## src/rtl/mte_sched_pkg.sv

```systemverilog
// Shared types and constants for the MTE request scheduler.
package mte_sched_pkg;

   typedef enum logic [1:0] {
      IDLE = 2'd0,
      RUN  = 2'd1,
      RESP = 2'd2
   } sched_state_e;

   localparam int LATENCY_DEFAULT = 10;

   // Width of a requester index; never narrower than one bit.
   function automatic int id_width(input int n);
      return (n <= 2) ? 1 : $clog2(n);
   endfunction

endpackage

```

## src/rtl/mte_rr_arbiter.sv

```systemverilog
// Request arbiter for the MTE scheduler: round-robin when MTE_SCHED_RR_EN is
// defined, fixed lowest-index priority otherwise.
module mte_rr_arbiter
   import mte_sched_pkg::*;
#(
   parameter int NREQ = 2
) (
   input  logic            clock,
   input  logic            reset_n,
   input  logic [NREQ-1:0] req,
   input  logic            adv,
   output logic [NREQ-1:0] grant
);

`ifdef MTE_SCHED_RR_EN
   localparam int ID_W = id_width(NREQ);

   logic [ID_W-1:0] ptr_r;
   logic [ID_W-1:0] ptr_nx_s;
   logic [ID_W-1:0] idx_s;
   logic            found_s;
   logic            hit_s;

   // Scan from the pointer upward with wrap; first asserted request wins.
   always_comb begin
      grant    = '0;
      ptr_nx_s = ptr_r;
      idx_s    = '0;
      hit_s    = 1'b0;
      found_s  = 1'b0;
      for (int k = 0; k < NREQ; k++) begin
         idx_s        = ID_W'((int'(ptr_r) + k) % NREQ);
         hit_s        = ~found_s & req[idx_s];
         grant[idx_s] = grant[idx_s] | hit_s;
         ptr_nx_s     = hit_s ? ID_W'((int'(idx_s) + 1) % NREQ) : ptr_nx_s;
         found_s      = found_s | hit_s;
      end
   end

   // Pointer moves past the winner only when its grant is actually taken.
   always_ff @(posedge clock or negedge reset_n) begin
      if (!reset_n) begin
         ptr_r <= '0;
      end else if (adv) begin
         ptr_r <= ptr_nx_s;
      end else begin
         ptr_r <= ptr_r;
      end
   end
`else
   logic unused_s;
   logic found_s;
   logic hit_s;

   assign unused_s = ^{clock, reset_n, adv};

   // Lowest asserted index wins.
   always_comb begin
      grant   = '0;
      hit_s   = 1'b0;
      found_s = 1'b0;
      for (int k = 0; k < NREQ; k++) begin
         hit_s    = ~found_s & req[k];
         grant[k] = hit_s;
         found_s  = found_s | hit_s;
      end
   end
`endif

endmodule

```

## src/rtl/mte_scheduler.sv

```systemverilog
// Shares one externally instantiated MTE engine among NREQ requesters.
// Arbitration policy is selected by macro MTE_SCHED_RR_EN (see mte_rr_arbiter).
module mte_scheduler
   import mte_sched_pkg::*;
#(
   parameter int N       = 8,
   parameter int NREQ    = 2,
   parameter int LATENCY = LATENCY_DEFAULT
) (
   input  logic                      clock,
   input  logic                      reset_n,
   input  logic [NREQ-1:0]           req_valid,
   output logic [NREQ-1:0]           req_ready,
   input  logic [NREQ*N-1:0]         req_key,
   input  logic [NREQ*N-1:0]         req_data,
   input  logic [NREQ-1:0]           req_sel,
   output logic [N-1:0]              eng_key,
   output logic [N-1:0]              eng_in,
   output logic                      eng_sel,
   input  logic [N-1:0]              eng_out,
   input  logic                      eng_valid_key,
   output logic                      rsp_valid,
   input  logic                      rsp_ready,
   output logic [N-1:0]              rsp_data,
   output logic [id_width(NREQ)-1:0] rsp_id,
   output logic                      rsp_err,
   output logic                      busy
);

   localparam int         ID_W     = id_width(NREQ);
   localparam logic [7:0] CNT_LOAD = 8'(LATENCY - 1);

   sched_state_e    state_r;
   sched_state_e    state_nx_s;
   logic [7:0]      cnt_r;
   logic [ID_W-1:0] owner_r;
   logic [ID_W-1:0] grant_id_s;
   logic [NREQ-1:0] grant_s;
   logic [N-1:0]    sel_key_s;
   logic [N-1:0]    sel_data_s;
   logic            sel_sel_s;
   logic            accept_s;
   logic            done_s;
   logic            rsp_hs_s;

   mte_rr_arbiter #(
      .NREQ (NREQ)
   ) u_arb (
      .clock   (clock),
      .reset_n (reset_n),
      .req     (req_valid),
      .adv     (accept_s),
      .grant   (grant_s)
   );

   // Grant is gated by reset so req_ready reads zero while reset is held.
   assign req_ready = (state_r == IDLE && reset_n) ? grant_s : '0;
   assign accept_s  = |(req_valid & req_ready);
   assign done_s    = (state_r == RUN) && (cnt_r == 8'd0);
   assign rsp_hs_s  = (state_r == RESP) && rsp_ready;
   assign busy      = (state_r != IDLE);

   // Encode the one-hot grant and mux out the winner's request fields.
   always_comb begin
      grant_id_s = '0;
      sel_key_s  = '0;
      sel_data_s = '0;
      sel_sel_s  = 1'b0;
      for (int k = 0; k < NREQ; k++) begin
         grant_id_s = grant_s[k] ? ID_W'(k)          : grant_id_s;
         sel_key_s  = grant_s[k] ? req_key[k*N +: N]  : sel_key_s;
         sel_data_s = grant_s[k] ? req_data[k*N +: N] : sel_data_s;
         sel_sel_s  = grant_s[k] ? req_sel[k]         : sel_sel_s;
      end
   end

   // Next-state logic.
   always_comb begin
      state_nx_s = state_r;
      case (state_r)
         IDLE:    state_nx_s = accept_s ? RUN  : IDLE;
         RUN:     state_nx_s = done_s   ? RESP : RUN;
         RESP:    state_nx_s = rsp_hs_s ? IDLE : RESP;
         default: state_nx_s = IDLE;
      endcase
   end

   // State register.
   always_ff @(posedge clock or negedge reset_n) begin
      if (!reset_n) begin
         state_r <= IDLE;
      end else begin
         state_r <= state_nx_s;
      end
   end

   // Engine operands, latency counter and response capture.
   always_ff @(posedge clock or negedge reset_n) begin
      if (!reset_n) begin
         eng_key   <= '0;
         eng_in    <= '0;
         eng_sel   <= 1'b0;
         owner_r   <= '0;
         cnt_r     <= 8'd0;
         rsp_valid <= 1'b0;
         rsp_data  <= '0;
         rsp_id    <= '0;
         rsp_err   <= 1'b0;
      end else begin
         if (accept_s) begin
            eng_key <= sel_key_s;
            eng_in  <= sel_data_s;
            eng_sel <= sel_sel_s;
            owner_r <= grant_id_s;
            cnt_r   <= CNT_LOAD;
         end else if (state_r == RUN && cnt_r != 8'd0) begin
            cnt_r <= cnt_r - 8'd1;
         end
         if (done_s) begin
            rsp_valid <= 1'b1;
            rsp_data  <= eng_out;
            rsp_err   <= ~eng_valid_key;
            rsp_id    <= owner_r;
         end else if (rsp_hs_s) begin
            rsp_valid <= 1'b0;
         end
      end
   end

endmodule

```

## config.mk

```make
export PLATFORM = sky130hd
export DESIGN_NAME = mte_scheduler
export DESIGN_NICKNAME = d
export VERILOG_FILES = /design/src/rtl/mte_sched_pkg.sv /design/src/rtl/mte_rr_arbiter.sv /design/src/rtl/mte_scheduler.sv
export SDC_FILE = /design/constraint.sdc
export NUM_CORES = 1
export LEC_CHECK = 0
export CORE_MARGIN = 8
export CORE_UTILIZATION = 48
export CTS_BUF_LIST = sky130_fd_sc_hd__clkbuf_8
export CTS_CLUSTER_SIZE = 20
export DETAILED_ROUTE_END_ITERATION = 8
export PLACE_DENSITY = 0.83
export SYNTH_ARGS = -nofsm -noshare
export SYNTH_HDL_FRONTEND = slang
export SYNTH_SLANG_ARGS = --single-unit
```

## constraint.sdc

```tcl
create_clock -name clock -period 2.67 [get_ports clock]
set_input_delay 0.534 -clock clock [delete_from_list [all_inputs] [get_ports clock]]
set_output_delay 0.534 -clock clock [all_outputs]
set_load 0.005 [all_outputs]
```

# Word level (Yosys, flattened, before mapping)
# Index checks and enable logic that the tools add are counted.
dict set report word_totals {
  ff_bits 39
  in_bits 48
  output_inout_bits 31
  word_cells 44
}
dict set report classes {
  addsub 1
  n_eq_ne 2
  mux 16
  bitwise 4
  n_reduce_logical 11
}
# cell count
set ops {}
lappend ops {{$mux W8} 6}
lappend ops {{$logic_not A8 Y1} 1}
lappend ops {{$reduce_bool A8 Y1} 1}
lappend ops {{$sub A8 B1 Y8 const B} 1}
lappend ops {{$mux W1} 6}
lappend ops {{$mux W2} 3}
lappend ops {{$pmux W2 S3} 1}
lappend ops {{$reduce_bool A2 Y1} 3}
lappend ops {{$logic_and A1 B1 Y1} 4}
lappend ops {{$and A2 B2 Y2} 1}
lappend ops {{$eq A2 B1 Y1 const B} 1}
lappend ops {{$eq A2 B2 Y1 const B} 1}
lappend ops {{$logic_not A2 Y1} 1}
lappend ops {{$not A1 Y1} 2}
lappend ops {{$reduce_or A2 Y1} 1}
lappend ops {{$and A1 B1 Y1} 1}

# Logic depth before layout (Yosys ltp)
dict set report depth {
  ltp_word 7
  ltp_mapped 6
  mapped_depth_nobuf 5
}

# Hierarchy
# From an unflattened synthesis, not the netlist that was laid out.
dict set report unflattened {
  cells_unflattened 167
  area_unflattened_um2 1791.7
}
# module instances cells_per_inst area_per_inst_um2 seq_area_each_um2
set modules_own_cells {}
lappend modules_own_cells {mte_scheduler 1 164 1762.9 975.9}
lappend modules_own_cells {mte_rr_arbiter 1 3 28.8 0.0}

# Worst setup path after synthesis
# OpenSTA, ideal clock, no wires.
dict set report synth_timing {
  path_kind {input -> output}
  start {input reset_n}
  end {output req_ready[1]}
  arrival_time_ns 1.268
  required_ns 2.136
  setup_slack_ns 0.868
  stages 4
  path_buffers 1
  cell_sequence {nor3b_1 -> clkbuf_1 -> nand2_1 -> nor2_1}
}
dict set report synth_via {
  elab_chain_len 2
}
# item line_no
set synth_lines {}
lappend synth_lines {{start, declared} mte_scheduler.sv:11} ;# input logic reset_n,
lappend synth_lines {{$logic_and A1 B1 Y1} mte_scheduler.sv:57} ;# assign req_ready = (state_r == IDLE && reset_n) ? grant_s : '0;
lappend synth_lines {{$mux W2} mte_scheduler.sv:57}
lappend synth_lines {{end, declared} mte_scheduler.sv:13} ;# output logic [NREQ-1:0] req_ready,
# Every way passes these cells.

# Worst setup path in the final report
dict set report layout_timing {
  start {input req_valid[0]}
  end {output req_ready[0]}
}
dict set report layout_via {
  elab_chain_len 1
}
# item line_no
set layout_lines {}
lappend layout_lines {{start, declared} mte_scheduler.sv:12} ;# input logic [NREQ-1:0] req_valid,
lappend layout_lines {{$mux W2} mte_scheduler.sv:57}
# Every way passes these cells.

==> impl_metrics.csv <==
group,metric,value,unit
critical_path,crit_required,2140,ps
yosys,synth_cells,191,
timing,fin_crit_sh,0.881,
floorplanning,rows,23,
layout,insertedDiodeCount,0,
place,routabilityCongestion,0.836,
drt,drt_wl_total,5670,um
clock_tree,path_clk_slew,80,ps
timing,setup_violations,0,
global_route,first_global_vias,1847,
floorplanning,core,0.00397,mm^2
critical_path,cpPeakStageDelay,530,ps
job,drv_cap,0,
drt,routedWlPerCell,17.8,um
layout,stdcell_count,318,
floorplanning,start_util,0.498,
timing,setup_tns,0,ps
global_route,grt_max_degree,38,
global_route,grt_antenna_before_repair,0,
place,io_buffers,78,
yosys,yosys_warnings,0,
critical_path,cp_common_cell,"clkdlybuf4s50_1",
clock_tree,cts_hold_buf,0,
hold_path,hp-class,"input port to async pin",
layout,area_growth,47.8,%
yosys,ys_seq_elements,39,
drt,drtIter0Drc,112,
power_and_ir_drop,sw_frac_of_total,0.317,
layout,fin_util,0.736,
status,status,"finished, final reports clean",
drt,antenna_left,0,
timing,max_freq,425,MHz
drt,via_per_inst,5.70,
power_and_ir_drop,combPwrFrac,0.443,
floorplanning,die_width,80.2,um
clock_tree,cts_resized,0,
clock_tree,cts_tree,"yes",
timing,finalHoldViolations,0,
power_and_ir_drop,total_power,3.03,mW
critical_path,critPathMaxFanout,3,
power_and_ir_drop,ir_worst_vdd,525,uV
critical_path,critPathTopFamily,"buffers and inverters",
yosys,synth_cell_types,34,
clock_tree,clk_path_buf_depth,2,
power_and_ir_drop,sequentialPowerShare,0.366,
clock_tree,cts_buffers,5,
critical_path,reg2reg_slack,530,ps
drt,drt-pass1-iter-count,4,
timing,worst_slew_pin_slew,612,ps
critical_path,cp_slowest_cell,"clkdlybuf4s50_1",
critical_path,worstPathCellList,"clkdlybuf4s50_1 -> and4bb_2 -> clkdlybuf4s50_1",
drt,route.detailed.drc,0,
layout,nets,316,
timing,relSlewSlack,0.591,
yosys,synth_area,0.00198,mm^2
yosys,avgSynthCellArea,10.4,um^2
global_route,overflow,0,
timing,final_max_slew_viol_count,0,
place,post-place-ws,330,ps
critical_path,critPathCaptureType,"primary output",
timing,skew,7.81,ps
power_and_ir_drop,p_int,2.07,mW
critical_path,worstPathArrival,1820,ps
place,dp_hpwl,4120,um
power_and_ir_drop,cellPowerDensity,1040,mW/mm^2
timing,setup_ws,317,ps
floorplanning,chipHeight,80.2,um
timing,period_minus_slack,2350,ps
global_route,grt_util_all_layers,0.181,
timing,rsz0062_at_grt,"no",
power_and_ir_drop,p_clk_frac,0.191,
layout,drive_above_1_share,0.127,
global_route,grt_first_pass_wirelength,9040,um
clock_tree,cts-root-buf,"clkbuf_8",
clock_tree,htreeDepth,2,
yosys,synth_fp_nets,240,
critical_path,start_kind,"input port",
drt,vias,1812,
clock_tree,clkLatencyLatePin,300,ps
clock_tree,cts_setup_buffers,0,
power_and_ir_drop,power_switching,962,uW
critical_path,path_buf_inv,2,
yosys,ys_seq_area_frac,0.494,
floorplanning,die-area,0.00643,mm^2
clock_tree,clock_sinks,39,
floorplanning,io_pins,79,
place,place_inst,310,
critical_path,critical_path_class,"input port to primary output",
power_and_ir_drop,leakage,1.17,nW
[worst paths after layout]
kind / start / end / cells past startpoint
max: req_valid[0] / req_ready[0] / 3
min: reset_n / rsp_err$_DFFE_PN0P_ / 2
max reg2reg: cnt_r[0]$_DFFE_PN0P_ / rsp_data[0]$_DFFE_PN0P_ / 5
min reg2reg: rsp_data[2]$_DFFE_PN0P_ / rsp_data[2]$_DFFE_PN0P_ / 1
max in group asynchronous: reset_n / eng_in[7]$_DFFE_PN0N_ / 2
min in group clock: rsp_data[2]$_DFFE_PN0P_ / rsp_data[2]$_DFFE_PN0P_ / 1
[worst register-to-register path: stages (launching register included)]
cell     delay [ps]
dfrtp_1         430
inv_1            80
ha_1            190
nor3b_1         540
nand3_2         400
mux2_2          390
[power groups by stage]
stage / combinational, mW / clock (mW) / sequential [mW]
global route: 1.46 / 0.615 / 1.15
floorplan: 0.689 / 0 / 1.08
finish: 1.34 / 0.580 / 1.11
CTS: 1.36 / 0.585 / 1.11
detailed placement: 1.35 / 0 / 1.11
global placement: 1.31 / 0 / 1.10
[per-stage QoR]
step	area, um^2	hold slack, ps
3_5_place_dp	2790	498
4_1_cts	2920	187
6_report	2920	190
5_1_grt	2920	198
3_3_place_gp	2790	479
2_1_floorplan	1980	238
[synthesized netlist by cell type]
cell type,n,area (um^2)
nand2_1,2,7.51
nor3b_1,2,15.0
mux2i_1,7,70.1
or3b_2,2,17.5
nor2b_1,17,106
a22oi_1,17,128
clkbuf_1,9,33.8
a31oi_1,18,113
nor2_1,7,26.3
inv_1,4,15.0
or4_1,2,15.0
buf_2,3,15.0
mux2_2,9,101
or3_1,1,6.26
nand3_1,1,5.00
nand3_2,1,10.0
buf_6,2,22.5
a21bo_2,1,10.0
nand4b_1,1,8.76
a211oi_1,1,7.51
o211ai_1,1,7.51
a21oi_1,6,30.0
nor3_1,1,5.00
or4b_4,1,13.8
or2_2,2,12.5
nor4_2,1,12.5
buf_1,1,3.75
and2b_1,1,7.51
and3b_2,1,10.0
dfrtp_1,39,976
o21ai_0,26,130
and4bb_2,1,12.5
ha_1,1,12.5
o21ai_1,2,10.0
[cell families (layout without fill, tap and decap cells)]
kind of cell,after synthesis,after routing,synth area share
compound gates,72,72,0.220
buf+inv,19,96,0.0456
flops,39,39,0.494
simple gates,44,44,0.147
mux,16,16,0.0867
fa+ha+maj,1,1,0.00633
[sequential cells by signal, summed over array words and instances (netlist names)]
register and cells:
eng_sel 1, owner_r 1, rsp_valid 1, eng_key 8, rsp_id 1, rsp_err 1, state_r 2, eng_in 8
rsp_data 8, cnt_r 8
[final cells by class]
class | count | area [um^2]
fill | 311 | 1050
sequential | 39 | 976
multi-input combinational | 133 | 916
timing repair buffer | 84 | 821
clock buffer | 5 | 68.8
clock inverter | 3 | 63.8
tap | 50 | 62.6
inverter | 4 | 15.0
[per-layer routing]
layer	vias up	part of all wire	global-route usage	wire length, um
met4	0	0.016	0.0818	93
met3	8	0.056	0.0469	315
li1	857	-	-	-
met1	895	0.41	0.219	2320
met2	52	0.52	0.293	2940
met5	-	0	0	0
[placed cells by master (no fill, tap or decap)]
| master | synthesis | routed |
|---|---|---|
| or3b_2 | 2 | 2 |
| a22oi_1 | 17 | 17 |
| nand3_1 | 1 | 1 |
| a31oi_1 | 18 | 18 |
| o211ai_1 | 1 | 1 |
| dfrtp_1 | 39 | 39 |
| o21ai_0 | 26 | 26 |
| nor2b_1 | 17 | 17 |
| or4b_4 | 1 | 1 |
| clkdlybuf4s50_1 | 0 | 77 |
| nor3b_2 | 0 | 1 |
| nor3_1 | 1 | 1 |
| and2b_1 | 1 | 1 |
| mux2i_1 | 7 | 7 |
| inv_1 | 4 | 5 |
| or4_1 | 2 | 2 |
| nand2_1 | 2 | 2 |
| a211oi_1 | 1 | 1 |
| nand3_2 | 1 | 1 |
| and3b_2 | 1 | 1 |
| clkbuf_8 | 0 | 5 |
| buf_2 | 3 | 1 |
| and4bb_2 | 1 | 1 |
| mux2_2 | 9 | 9 |
| or3_1 | 1 | 1 |
| nand4b_1 | 1 | 1 |
| a21bo_2 | 1 | 1 |
| nor2_1 | 7 | 7 |
| nor4_2 | 1 | 1 |
| ha_1 | 1 | 1 |
| bufinv_16 | 0 | 2 |
| nor3b_1 | 2 | 1 |
| or2_2 | 2 | 2 |
| o21ai_1 | 2 | 2 |
| a21oi_1 | 6 | 6 |
| buf_4 | 0 | 6 |
No activity file was read; power rests on OpenSTA's default activity.
